File: src/rtl/dotmatrix_pkg.sv
// ---------------------------------------------------------------------------
// dotmatrix_pkg
//
// Definitions shared by the dot-matrix scanner, the legacy screen driver and
// the game logic that renders frames for it.
//
// Contents
//   DEF_*        default geometry (16x16 panel, 64 slots per row, 4-bit PWM)
//   phase_e      the two half-slot phases of the scan
//   row_fix()    maps a scan row to the bitmap row it displays
//   pixel_index  flat bit index of pixel (r,c) in a ROWS*COLS bitmap
//   pwm_on()     PWM threshold compare used to gate oeb
// ---------------------------------------------------------------------------
package dotmatrix_pkg;

    localparam int DEF_ROWS    = 16;
    localparam int DEF_COLS    = 16;
    localparam int DEF_TW      = 6;
    localparam int DEF_BW      = 4;
    localparam int DEF_ROW_FIX = 1;

    // Each shift slot lasts two clocks: data is set up, then strobed.
    typedef enum logic {
        PH_SETUP  = 1'b0,
        PH_STROBE = 1'b1
    } phase_e;

    // The v01 board has adjacent row pairs swapped in the wiring, so scan row
    // r must show bitmap row r^1. With an odd row count the last row has no
    // partner and is shown straight.
    function automatic int unsigned row_fix(input int unsigned r,
                                            input bit          fix,
                                            input int unsigned rows);
        if (fix && ((r ^ 32'd1) < rows)) begin
            return r ^ 32'd1;
        end
        return r;
    endfunction

    // Pixel (r,c) lives at bit r*cols+c of the flat bitmap bus.
    function automatic int unsigned pixel_index(input int unsigned r,
                                                input int unsigned c,
                                                input int unsigned cols);
        return r * cols + c;
    endfunction

    // level is the top BW bits of the slot counter; the LEDs are lit while it
    // is below the brightness setting, so brightness 0 never lights.
    function automatic logic pwm_on(input int unsigned level,
                                    input int unsigned brightness);
        return level < brightness;
    endfunction

endpackage

File: src/rtl/dotmatrix_if.sv
// ---------------------------------------------------------------------------
// dotmatrix_if
//
// Bundles the bitmap bus from the game logic and the panel drive lines.
//
//   fb_in        ROWS*COLS  bitmap, pixel (r,c) = fb_in[r*COLS+c], 1 = lit
//   fb_load      1          one-cycle strobe capturing fb_in
//   brightness   BW         PWM on-time level, 0 = dark
//   rclk/rsdi    1          row shift register clock / active-low data
//   cclk/csdi    1          column shift register clock / data
//   le           1          column latch enable
//   oeb          1          panel output enable, active-low
//   frame_start  1          one-cycle pulse at each frame boundary
//
// master: the renderer side (drives the bitmap, watches frame_start)
// slave : the scanner side (accepts the bitmap, drives the panel)
// ---------------------------------------------------------------------------
interface dotmatrix_if
    import dotmatrix_pkg::*;
#(
    parameter int ROWS = DEF_ROWS,
    parameter int COLS = DEF_COLS,
    parameter int BW   = DEF_BW
) ();

    logic [ROWS*COLS-1:0] fb_in;
    logic                 fb_load;
    logic [BW-1:0]        brightness;

    logic                 rclk;
    logic                 rsdi;
    logic                 oeb;
    logic                 csdi;
    logic                 cclk;
    logic                 le;
    logic                 frame_start;

    modport master (
        output fb_in, fb_load, brightness,
        input  rclk, rsdi, oeb, csdi, cclk, le, frame_start
    );

    modport slave (
        input  fb_in, fb_load, brightness,
        output rclk, rsdi, oeb, csdi, cclk, le, frame_start
    );

endinterface

File: src/rtl/dotmatrix_framebuf.sv
// ---------------------------------------------------------------------------
// dotmatrix_framebuf
//
// Double-buffered frame store. A load goes into the pending buffer; the
// display buffer only changes at the frame swap point, so a frame is never
// torn mid-scan.
//
// Ports
//   clk, reset     system clock, synchronous active-high reset
//   fb_in_i        flat bitmap, pixel (r,c) = fb_in_i[r*COLS+c]
//   fb_load_i      capture fb_in_i into pending, mark it valid
//   swap_i         high in the single cycle that is the frame swap point
//   row_i          scan row being shifted out
//   row_data_o     the COLS pixels of the bitmap row shown on scan row row_i
// ---------------------------------------------------------------------------
module dotmatrix_framebuf
    import dotmatrix_pkg::*;
#(
    parameter int ROWS    = DEF_ROWS,
    parameter int COLS    = DEF_COLS,
    parameter int ROW_FIX = DEF_ROW_FIX,
    localparam int RW     = $clog2(ROWS)
) (
    input  logic                 clk,
    input  logic                 reset,
    input  logic [ROWS*COLS-1:0] fb_in_i,
    input  logic                 fb_load_i,
    input  logic                 swap_i,
    input  logic [RW-1:0]        row_i,
    output logic [COLS-1:0]      row_data_o
);

    // Row r of a packed [ROWS][COLS] array is bits r*COLS +: COLS, which is
    // exactly the flat bitmap layout, so loads are a plain copy.
    logic [ROWS-1:0][COLS-1:0] pend_q, pend_d;
    logic [ROWS-1:0][COLS-1:0] disp_q, disp_d;
    logic                      pend_valid_q, pend_valid_d;

    logic                      swap_now;
    logic [ROWS-1:0][COLS-1:0] frame;
    logic [RW-1:0]             drow;

    assign swap_now = swap_i && pend_valid_q;
    assign drow     = RW'(row_fix(32'(row_i), ROW_FIX != 0, ROWS));

    always_comb begin
        // NOTE: every signal written here gets a default first, so no path
        // leaves it unassigned and no latch can be inferred.
        pend_d       = pend_q;
        disp_d       = disp_q;
        pend_valid_d = pend_valid_q;

        // The swap consumes the pre-edge pending contents; a load in the same
        // cycle then becomes the next pending frame.
        if (swap_now) begin
            disp_d       = pend_q;
            pend_valid_d = 1'b0;
        end
        if (fb_load_i) begin
            pend_d       = fb_in_i;
            pend_valid_d = 1'b1;
        end
    end

    always_ff @(posedge clk) begin
        // NOTE: state is updated with non-blocking assignments so every flop
        // samples pre-edge values regardless of statement order.
        if (reset) begin
            // NOTE: both buffers are cleared on reset so the first frame after
            // reset is blank; this keeps them in flops rather than RAM.
            pend_q       <= '0;
            disp_q       <= '0;
            pend_valid_q <= 1'b0;
        end else begin
            pend_q       <= pend_d;
            disp_q       <= disp_d;
            pend_valid_q <= pend_valid_d;
        end
    end

    // The first column of row 0 is read in the swap cycle itself, before
    // disp_q has been written, so the incoming frame is forwarded here.
    assign frame      = swap_now ? pend_q : disp_q;
    assign row_data_o = frame[drow];

endmodule

File: src/rtl/dotmatrix_scanner.sv
// ---------------------------------------------------------------------------
// dotmatrix_scanner
//
// Scans a ROWS x COLS LED matrix. Each row is 2^TW shift slots of two clocks
// (setup, strobe). Slots 0..COLS-1 shift the column bits, slot COLS latches
// them, and the slots after that are the lit window, gated by PWM. The row
// register receives a walking zero clocked once per row.
//
// Ports
//   clk          system clock, all logic on posedge
//   reset        synchronous active-high reset
//   bus (slave)  bitmap bus in, panel drive lines out (see dotmatrix_if)
//
// All panel outputs are registered and reflect the counter state of the
// previous cycle.
// ---------------------------------------------------------------------------
module dotmatrix_scanner
    import dotmatrix_pkg::*;
#(
    parameter int ROWS    = DEF_ROWS,
    parameter int COLS    = DEF_COLS,
    parameter int TW      = DEF_TW,
    parameter int BW      = DEF_BW,
    parameter int ROW_FIX = DEF_ROW_FIX
) (
    input  logic       clk,
    input  logic       reset,
    dotmatrix_if.slave bus
);

    localparam int              RW       = $clog2(ROWS);
    localparam logic [TW-1:0]   SLOT_COL = TW'(COLS);
    localparam logic [RW-1:0]   ROW_LAST = RW'(ROWS - 1);

    // Scan counters
    phase_e          phase_q, phase_d;
    logic [TW-1:0]   slot_q,  slot_d;
    logic [RW-1:0]   row_q,   row_d;
    logic [BW-1:0]   bright_q, bright_d;

    // Output registers
    logic            rclk_q, rclk_d;
    logic            rsdi_q, rsdi_d;
    logic            oeb_q,  oeb_d;
    logic            csdi_q, csdi_d;
    logic            cclk_q, cclk_d;
    logic            le_q,   le_d;
    logic            frame_start_q, frame_start_d;

    logic            swap_pt;
    logic [COLS-1:0] row_data;
    logic [2**TW-1:0] row_pad;
    logic            lit_window;

    // Frame swap point: first setup cycle of the frame.
    assign swap_pt = (phase_q == PH_SETUP) && (slot_q == '0) && (row_q == '0);

    dotmatrix_framebuf #(
        .ROWS    (ROWS),
        .COLS    (COLS),
        .ROW_FIX (ROW_FIX)
    ) u_framebuf (
        .clk        (clk),
        .reset      (reset),
        .fb_in_i    (bus.fb_in),
        .fb_load_i  (bus.fb_load),
        .swap_i     (swap_pt),
        .row_i      (row_q),
        .row_data_o (row_data)
    );

    // Zero-extending the row to one bit per slot makes slots >= COLS shift 0
    // without a separate range check.
    assign row_pad = (2**TW)'(row_data);

    // Blanking: the panel stays dark while columns shift and latch, then is
    // lit only for the part of the row allowed by the brightness setting.
    assign lit_window = (slot_q > SLOT_COL)
                     && pwm_on(32'(slot_q[TW-1 -: BW]), 32'(bright_q));

    always_comb begin
        phase_d       = (phase_q == PH_SETUP) ? PH_STROBE : PH_SETUP;
        slot_d        = slot_q;
        row_d         = row_q;
        bright_d      = bright_q;

        rclk_d        = 1'b0;
        cclk_d        = 1'b0;
        le_d          = 1'b0;
        rsdi_d        = rsdi_q;
        csdi_d        = csdi_q;
        oeb_d         = !lit_window;
        frame_start_d = swap_pt;

        if (phase_q == PH_SETUP) begin
            // Data changes only in setup so it is stable across the strobe.
            rsdi_d = !((row_q == '0) && (slot_q == '0));
            csdi_d = row_pad[slot_q];
            if (slot_q == '0) begin
                bright_d = bus.brightness;
            end
        end else begin
            rclk_d = (slot_q == '0);
            cclk_d = (slot_q < SLOT_COL);
            le_d   = (slot_q == SLOT_COL);
            slot_d = slot_q + TW'(1);
            if (slot_q == '1) begin
                row_d = (row_q == ROW_LAST) ? '0 : row_q + RW'(1);
            end
        end
    end

    always_ff @(posedge clk) begin
        if (reset) begin
            phase_q       <= PH_SETUP;
            slot_q        <= '0;
            row_q         <= '0;
            bright_q      <= '0;
            rclk_q        <= 1'b0;
            rsdi_q        <= 1'b0;
            oeb_q         <= 1'b1;
            csdi_q        <= 1'b0;
            cclk_q        <= 1'b0;
            le_q          <= 1'b0;
            frame_start_q <= 1'b0;
        end else begin
            phase_q       <= phase_d;
            slot_q        <= slot_d;
            row_q         <= row_d;
            bright_q      <= bright_d;
            rclk_q        <= rclk_d;
            rsdi_q        <= rsdi_d;
            oeb_q         <= oeb_d;
            csdi_q        <= csdi_d;
            cclk_q        <= cclk_d;
            le_q          <= le_d;
            frame_start_q <= frame_start_d;
        end
    end

    assign bus.rclk        = rclk_q;
    assign bus.rsdi        = rsdi_q;
    assign bus.oeb         = oeb_q;
    assign bus.csdi        = csdi_q;
    assign bus.cclk        = cclk_q;
    assign bus.le          = le_q;
    assign bus.frame_start = frame_start_q;

endmodule

File: src/flat_wrapper.sv
// flat-port wrapper written by rule: the top's interface ports become plain ports
module dotmatrix_scanner_flat import dotmatrix_pkg::*;
#(
    parameter int ROWS    = DEF_ROWS,
    parameter int COLS    = DEF_COLS,
    parameter int TW      = DEF_TW,
    parameter int BW      = DEF_BW,
    parameter int ROW_FIX = DEF_ROW_FIX
)
  (clk, reset, bus_fb_in, bus_fb_load, bus_brightness, bus_rclk, bus_rsdi, bus_oeb, bus_csdi, bus_cclk, bus_le, bus_frame_start);
  dotmatrix_if #(.ROWS(ROWS), .COLS(COLS), .BW(BW)) bus_i ();
  input  logic clk;
  input  logic reset;
  input wire logic [$bits(bus_i.fb_in)-1:0] bus_fb_in;
  input wire logic [$bits(bus_i.fb_load)-1:0] bus_fb_load;
  input wire logic [$bits(bus_i.brightness)-1:0] bus_brightness;
  output wire logic [$bits(bus_i.rclk)-1:0] bus_rclk;
  output wire logic [$bits(bus_i.rsdi)-1:0] bus_rsdi;
  output wire logic [$bits(bus_i.oeb)-1:0] bus_oeb;
  output wire logic [$bits(bus_i.csdi)-1:0] bus_csdi;
  output wire logic [$bits(bus_i.cclk)-1:0] bus_cclk;
  output wire logic [$bits(bus_i.le)-1:0] bus_le;
  output wire logic [$bits(bus_i.frame_start)-1:0] bus_frame_start;
  assign bus_i.fb_in = bus_fb_in;
  assign bus_i.fb_load = bus_fb_load;
  assign bus_i.brightness = bus_brightness;
  assign bus_rclk = bus_i.rclk;
  assign bus_rsdi = bus_i.rsdi;
  assign bus_oeb = bus_i.oeb;
  assign bus_csdi = bus_i.csdi;
  assign bus_cclk = bus_i.cclk;
  assign bus_le = bus_i.le;
  assign bus_frame_start = bus_i.frame_start;
  dotmatrix_scanner #(.ROWS(ROWS), .COLS(COLS), .TW(TW), .BW(BW), .ROW_FIX(ROW_FIX)) u_core (.clk(clk), .reset(reset), .bus(bus_i));
endmodule
File: config.mk
export PLATFORM = sky130hd
export DESIGN_NAME = dotmatrix_scanner_flat
export DESIGN_NICKNAME = d
export VERILOG_FILES = /design/src/rtl/dotmatrix_pkg.sv /design/src/rtl/dotmatrix_if.sv /design/src/rtl/dotmatrix_framebuf.sv /design/src/rtl/dotmatrix_scanner.sv /design/src/flat_wrapper.sv
export SDC_FILE = /design/constraint.sdc
export NUM_CORES = 1
export LEC_CHECK = 0
export ABC_CLOCK_PERIOD_IN_PS = 5550
export BUFFER_PORTS_ARGS = -buffer_cell sky130_fd_sc_hd__buf_2
export CORE_ASPECT_RATIO = 0.5
export CORE_MARGIN = 2
export CORE_UTILIZATION = 35
export CTS_BUF_LIST = sky130_fd_sc_hd__clkbuf_8
export DETAILED_ROUTE_END_ITERATION = 10
export SYNTH_ARGS = -nofsm -noshare
export SYNTH_HDL_FRONTEND = slang
export SYNTH_HIERARCHICAL = 1
export SYNTH_SLANG_ARGS = --single-unit
File: constraint.sdc
create_clock -name clk -period 5.55 [get_ports clk]
set_input_delay 1.11 -clock clk [delete_from_list [all_inputs] [get_ports clk]]
set_output_delay 1.11 -clock clk [all_outputs]
set_load 0.1 [all_outputs]
# ---- Yosys cells after proc, flatten, opt, wreduce, memory -nomap -nowiden
# Index checks and enable logic that the tools add are counted.
dict set report word_totals {
  out_inout_bits 7
  wordCells 82
  ff_bits 535
  input_bits 263
}
dict set report classes {
  mux 12
  eq_ne 3
  n_bitwise 2
  n_addsub 2
  magnitude_cmp 6
  n_reduce_logical 13
}
# operator count
set op_table {}
lappend op_table {{2-to-1 mux 256 bit} 1}
lappend op_table {{binary-select mux 16 bit (select 4 bit)} 1}
lappend op_table {{2-to-1 mux 16 bit} 1}
lappend op_table {{2-to-1 mux 4 bit} 3}
lappend op_table {{less-than comparator 4 x 5 -> 1 bit (second input constant)} 2}
lappend op_table {{less-than comparator 6 x 7 -> 1 bit (second input constant)} 1}
lappend op_table {{adder 6 x 1 -> 6 bit (second input constant)} 1}
lappend op_table {{binary-select mux 1 bit (select 6 bit)} 1}
lappend op_table {{== test 6 x 5 -> 1 bit (second input constant)} 1}
lappend op_table {{== test 6 bit (second input constant)} 1}
lappend op_table {{greater-than comparator 6 x 5 -> 1 bit (second input constant)} 1}
lappend op_table {{logical NOT 6 bit} 1}
lappend op_table {{less-than comparator 6 x 5 -> 1 bit (second input constant)} 1}
lappend op_table {{logical AND 1 bit} 5}
lappend op_table {{2-to-1 mux 1 bit} 5}
lappend op_table {{adder 4 x 1 -> 4 bit (second input constant)} 1}
lappend op_table {{== test 4 bit (second input constant)} 1}
lappend op_table {{logical NOT 4 bit} 1}
lappend op_table {{less-than comparator 4 bit} 1}
lappend op_table {{AND reduction 2 bit} 2}
lappend op_table {{logical NOT 1 bit} 2}
lappend op_table {{inverter 1 bit} 2}
lappend op_table {{nonzero test 2 bit} 1}
lappend op_table {{OR reduction 2 bit} 1}

# ---- Depth between registers and ports, before layout
dict set report logic_depth {
  depth_word 9
  depth_mapped 18
  mapped_depth_nobuf 13
}

# ---- By module
# The synthesis kept the hierarchy.
# module area_each_um2 cells_per_inst seq_area_each_um2 n_inst
set modules_own_cells {}
lappend modules_own_cells {dotmatrix_framebuf 21999.8 2182 10269.8 1}
lappend modules_own_cells {dotmatrix_scanner 1116.1 114 440.4 1}

# ---- Worst setup path before layout
# OpenSTA, ideal clock, no wires.
dict set report synth_path {
  path_kind {register to register}
  startpoint {register u_core.slot_q[0]}
  endpoint {register u_core.csdi_q (netlist: u_core/bus.csdi)}
  stages_incl_launch_ff 19
  t_arrival_ns 4.496
  required_time_ns 5.432
  setup_ns 0.118
  n_path_buf 5
  setup_slack_ns 0.936
  period_less_slack_ns 4.614
  path_cell_list {dfxtp_1 -> clkbuf_1 -> inv_1 -> ha_1 -> or3b_4 -> or4_4 -> buf_6 -> nor4b_4 -> buf_2 -> nand2_2 -> clkbuf_1 -> clkbuf_1 -> mux4_2 -> mux4_2 -> mux2_2 -> mux4_2 -> mux2i_1 -> mux2i_1 -> a22o_1}
}
dict set report synth_via {
  elab_chain_cells 9
}
# element line
set synth_lines {}
lappend synth_lines {{start, declared} dotmatrix_scanner.sv:37} ;# logic [TW-1:0] slot_q, slot_d;
lappend synth_lines {{start signal, assigned} dotmatrix_scanner.sv:128} ;# slot_q <= slot_d;
lappend synth_lines {{logical NOT 6 bit} dotmatrix_scanner.sv:56} ;# assign swap_pt = (phase_q == PH_SETUP) && (slot_q == '0) && (row_q == '0);
lappend synth_lines {{logical AND 1 bit (2 in a row)} dotmatrix_scanner.sv:56}
lappend synth_lines {{net u_core.frame_start_d} dotmatrix_scanner.sv:48} ;# logic frame_start_q, frame_start_d;
lappend synth_lines {{logical AND 1 bit} dotmatrix_framebuf.sv:43} ;# assign swap_now = swap_i && pend_valid_q;
lappend synth_lines {{2-to-1 mux 256 bit} -}
lappend synth_lines {{binary-select mux 16 bit (select 4 bit)} dotmatrix_framebuf.sv:84} ;# assign row_data_o = frame[drow];
lappend synth_lines {{2-to-1 mux 16 bit (not written as such)} dotmatrix_framebuf.sv:84}
lappend synth_lines {{net u_core.row_data[11]} dotmatrix_scanner.sv:51} ;# logic [COLS-1:0] row_data;
lappend synth_lines {{binary-select mux 1 bit (select 6 bit)} dotmatrix_scanner.sv:98} ;# csdi_d = row_pad[slot_q];
lappend synth_lines {{2-to-1 mux 1 bit (not written as such)} dotmatrix_scanner.sv:98}
lappend synth_lines {{end signal, assigned} dotmatrix_scanner.sv:134} ;# csdi_q <= csdi_d;
lappend synth_lines {{end, declared} dotmatrix_scanner.sv:45} ;# logic csdi_q, csdi_d;
# The timed path passes the listed nets, and every way through them passes these cells. The select of a mux whose other input is x is not followed.
# A chain may end at the register's enable or synchronous reset.

# ---- Final worst setup path
dict set report layout_path {
  startpoint {register u_core.slot_q[1]}
  endpoint {register u_core.csdi_q (netlist: u_core/bus.csdi)}
}
# Same word-level chain as after synthesis.

==> results.py <==
metrics = {
    "run_status": {
        "status": "finished, final reports clean",
    },
    "power_and_ir_drop": {
        "vdd_ir_drop_max_mv": 0.147,
        "power_w": 0.00841,
        "p_per_area_mw_per_mm2": 315,
        "p_leak_nw": 10.4,
    },
    "sta": {
        "fin_ws_ps": 459,
        "rsz0062_at_grt": "no",
        "setup_tns_ps": 0,
        "finClkSkew_ps": 19.6,
        "hold_violations": 0,
        "worstMarginPinSlew_ps": 1160,
        "setup_viol": 0,
        "fin_crit_ps": 5090,
        "slew_viol_final": 0,
        "period_share_pct": 91.7,
        "relSlewSlack_pct": 22.3,
        "clock.fmax_mhz": 196,
    },
    "finish": {
        "syn2layout_area_growth_pct": 15.5,
        "fin_cells": 3407,
        "drive_gt1_share_pct": 23.7,
        "mostFrequentLayoutCells": "dfxtp_1, nor2_1, buf_2, mux2i_1, a21oi_1",
        "num-nets-final": 2730,
        "layout_commonest_cell": "dfxtp_1",
    },
    "yosys": {
        "synth_top_area_share_pct": 46.3,
        "syn-instance-count": 2296,
        "ys.warnings.count": 6,
        "async_reset_ff_share_pct": 0,
        "seq_area_frac_synth_pct": 46.3,
        "ys.flop_type": "dfxtp_1",
        "ys_types": 34,
        "mappedNetlistArea_sq_mm": 0.0231,
        "synth_edf_count": 0,
        "synth-seq-cells": 535,
        "syn-num-nets": 2566,
        "synth_top_cells_by_area": "dfxtp_1, mux4_2, mux2i_1",
        "synth_area_leader_cell": "dfxtp_1",
        "syn_area_per_cell_sq_um": 10.1,
    },
    "grt": {
        "grt_max_degree": 258,
        "antenna_found_initial": 8,
        "grt_pass1_wl_mm": 95.5,
        "grt-ovfl-total": 0,
        "track_usage_pct": 17.5,
        "grt_pass1_vias": 16600,
    },
    "setup_path": {
        "required_ps": 6080,
        "r2r_cells": 15,
        "rrSetupSlack_ps": 460,
        "path_max_fanout": 82,
        "cp-end-kind": "flip-flop",
        "cp.arrival_ps": 5620,
        "timing.rr.end": "u_core/bus.csdi",
        "worstSetupPathType": "reg -> reg",
        "start_kind": "flip-flop",
        "r2r_start": "u_core/slot_q[1]",
    },
    "clock_tree": {
        "cts-root-buf": "clkbuf_8",
        "clock_path_buffers": 3,
        "cts-resized-gates": 0,
        "cts_inserted_buffers": 81,
        "clock_latency_ps": 650,
        "cts_sinks": 535,
        "cts_hold_buf": 0,
        "htree_levels": 3,
        "post-cts-setup-buffers": 0,
        "cts_tree": "done",
        "clkTransAtPathRegs_ps": 60,
    },
    "min_path": {
        "min_to": "u_core/u_framebuf/disp_q[170]",
        "hold_path.class": "reg -> reg",
        "holdPathStages": 2,
        "min_from": "u_core/u_framebuf/disp_q[170]",
    },
    "place": {
        "place_congestion": 0.793,
        "dp_slack_ps": 508,
        "io_buffers": 269,
        "hpwlAfterDp_mm": 40.1,
        "dp.cells": 3261,
    },
    "floorplan": {
        "start_util_pct": 35.5,
        "core_area_sq_mm": 0.0652,
        "die-area_sq_mm": 0.0682,
        "die_h_um": 186,
        "rows": 66,
        "ios": 270,
        "die_w_um": 367,
    },
    "routing": {
        "wl_mm": 61.6,
        "dr.pass1.iters": 6,
        "wl_per_cell_um": 18.1,
        "via_per_inst": 5.16,
        "vias": 17600,
        "drt_iter0_drc": 1467,
        "drc_errors": 0,
        "ant_nets": 0,
    },
    "job": {
        "drv_cap": 0,
    },
}
[logic make-up after synthesis]
family                   share of synthesized area [%]
adder cells (fa/ha/maj)                          0.379
buffers and inverters                             4.17
XOR/XNOR                                         0.189
flip-flops                                        46.3
multiplexers                                      28.2
AND/OR/NAND/NOR                                   14.8
AO/OA/AOI/OAI                                     5.89
[state kept, by name, summed over array words and instances (netlist names)]
register,cells
u_core/bus.cclk,1
u_core/slot_q,6
u_core/u_framebuf/pend_q,256
u_core/u_framebuf/pend_valid_q,1
u_core/bus.rclk,1
u_core/bus.csdi,1
u_core/bus.rsdi,1
u_core/bus.frame_start,1
u_core/bright_q,4
u_core/bus.le,1
u_core/row_q,4
u_core/phase_q,1
u_core/bus.oeb,1
u_core/u_framebuf/disp_q,256
[synth_stat cells (2+ instances only)]
cell,number
buf_2,32
buf_1,36
nor4_1,2
mux2_2,16
ha_1,7
inv_1,10
mux4_2,164
nor3_1,3
buf_6,9
nor2_1,268
xor2_1,4
mux2i_1,264
and3_1,2
nand2b_1,2
dfxtp_1,535
o21ai_0,3
nor2b_1,2
clkbuf_1,139
nand3_1,259
nand2_1,262
a21oi_1,264
[worst max path at each step]
stage	start	endpoint	slack, ps
2_1_floorplan	u_core/slot_q[0]	u_core/bus.csdi	940
3_3_place_gp	u_core/slot_q[0]	u_core/bus.csdi	490
3_5_place_dp	u_core/slot_q[1]	u_core/bus.csdi	510
4_1_cts	u_core/slot_q[1]	u_core/bus.csdi	470
5_1_grt	u_core/slot_q[1]	u_core/bus.csdi	240
6_report	u_core/slot_q[1]	u_core/bus.csdi	460
[worst max-delay path, cell delays in order (launching register included)]
cell and delay (ps):
dfxtp_1 310, inv_1 60, ha_1 130, or3b_4 390, or4_4 500, nor4b_4 460
nand2_8 260, buf_12 280, buf_12 240, mux4_2 510, mux4_2 470, mux2_2 300
mux4_2 450, mux2i_1 180, mux2i_1 110, a22o_1 220
[per-layer routing]
layer  global-route usage (%)  part of all wire, %  vias up
li1                         -                    -     8469
met1                     22.4                   42     8625
met2                     30.1                   50      367
met3                     3.12                  4.4      112
met4                     5.98                  2.8        8
met5                        0                0.097        -
[cell type report]
type                    count  area (sq um)
clock inverters            41           258
well taps                 884          1110
diodes                      3          7.51
flip-flops and latches    535         10700
fillers                  6331         38500
clock buffers             102          1400
multi-input cells        1534         11500
repair buffers            298          1710
inverters                  10          37.5
[metrics by stage]
stage | cell area [sq um] | hold WS [ps] | utilization [%]
2_1_floorplan | 23100 | 433 | -
3_3_place_gp | 25000 | 439 | 38.4
3_5_place_dp | 25000 | 445 | 38.4
4_1_cts | 26700 | 454 | 41.0
5_1_grt | 26700 | 468 | 41.0
6_report | 26700 | 449 | 41.0
[power by group]
group          internal, W  total [W]  switching (W)
combinational     0.000383   0.000911       0.000527
clock              0.00179    0.00334        0.00155
sequential         0.00401    0.00416       0.000150
total              0.00618    0.00841        0.00223
(Power assumes the default switching activity.)
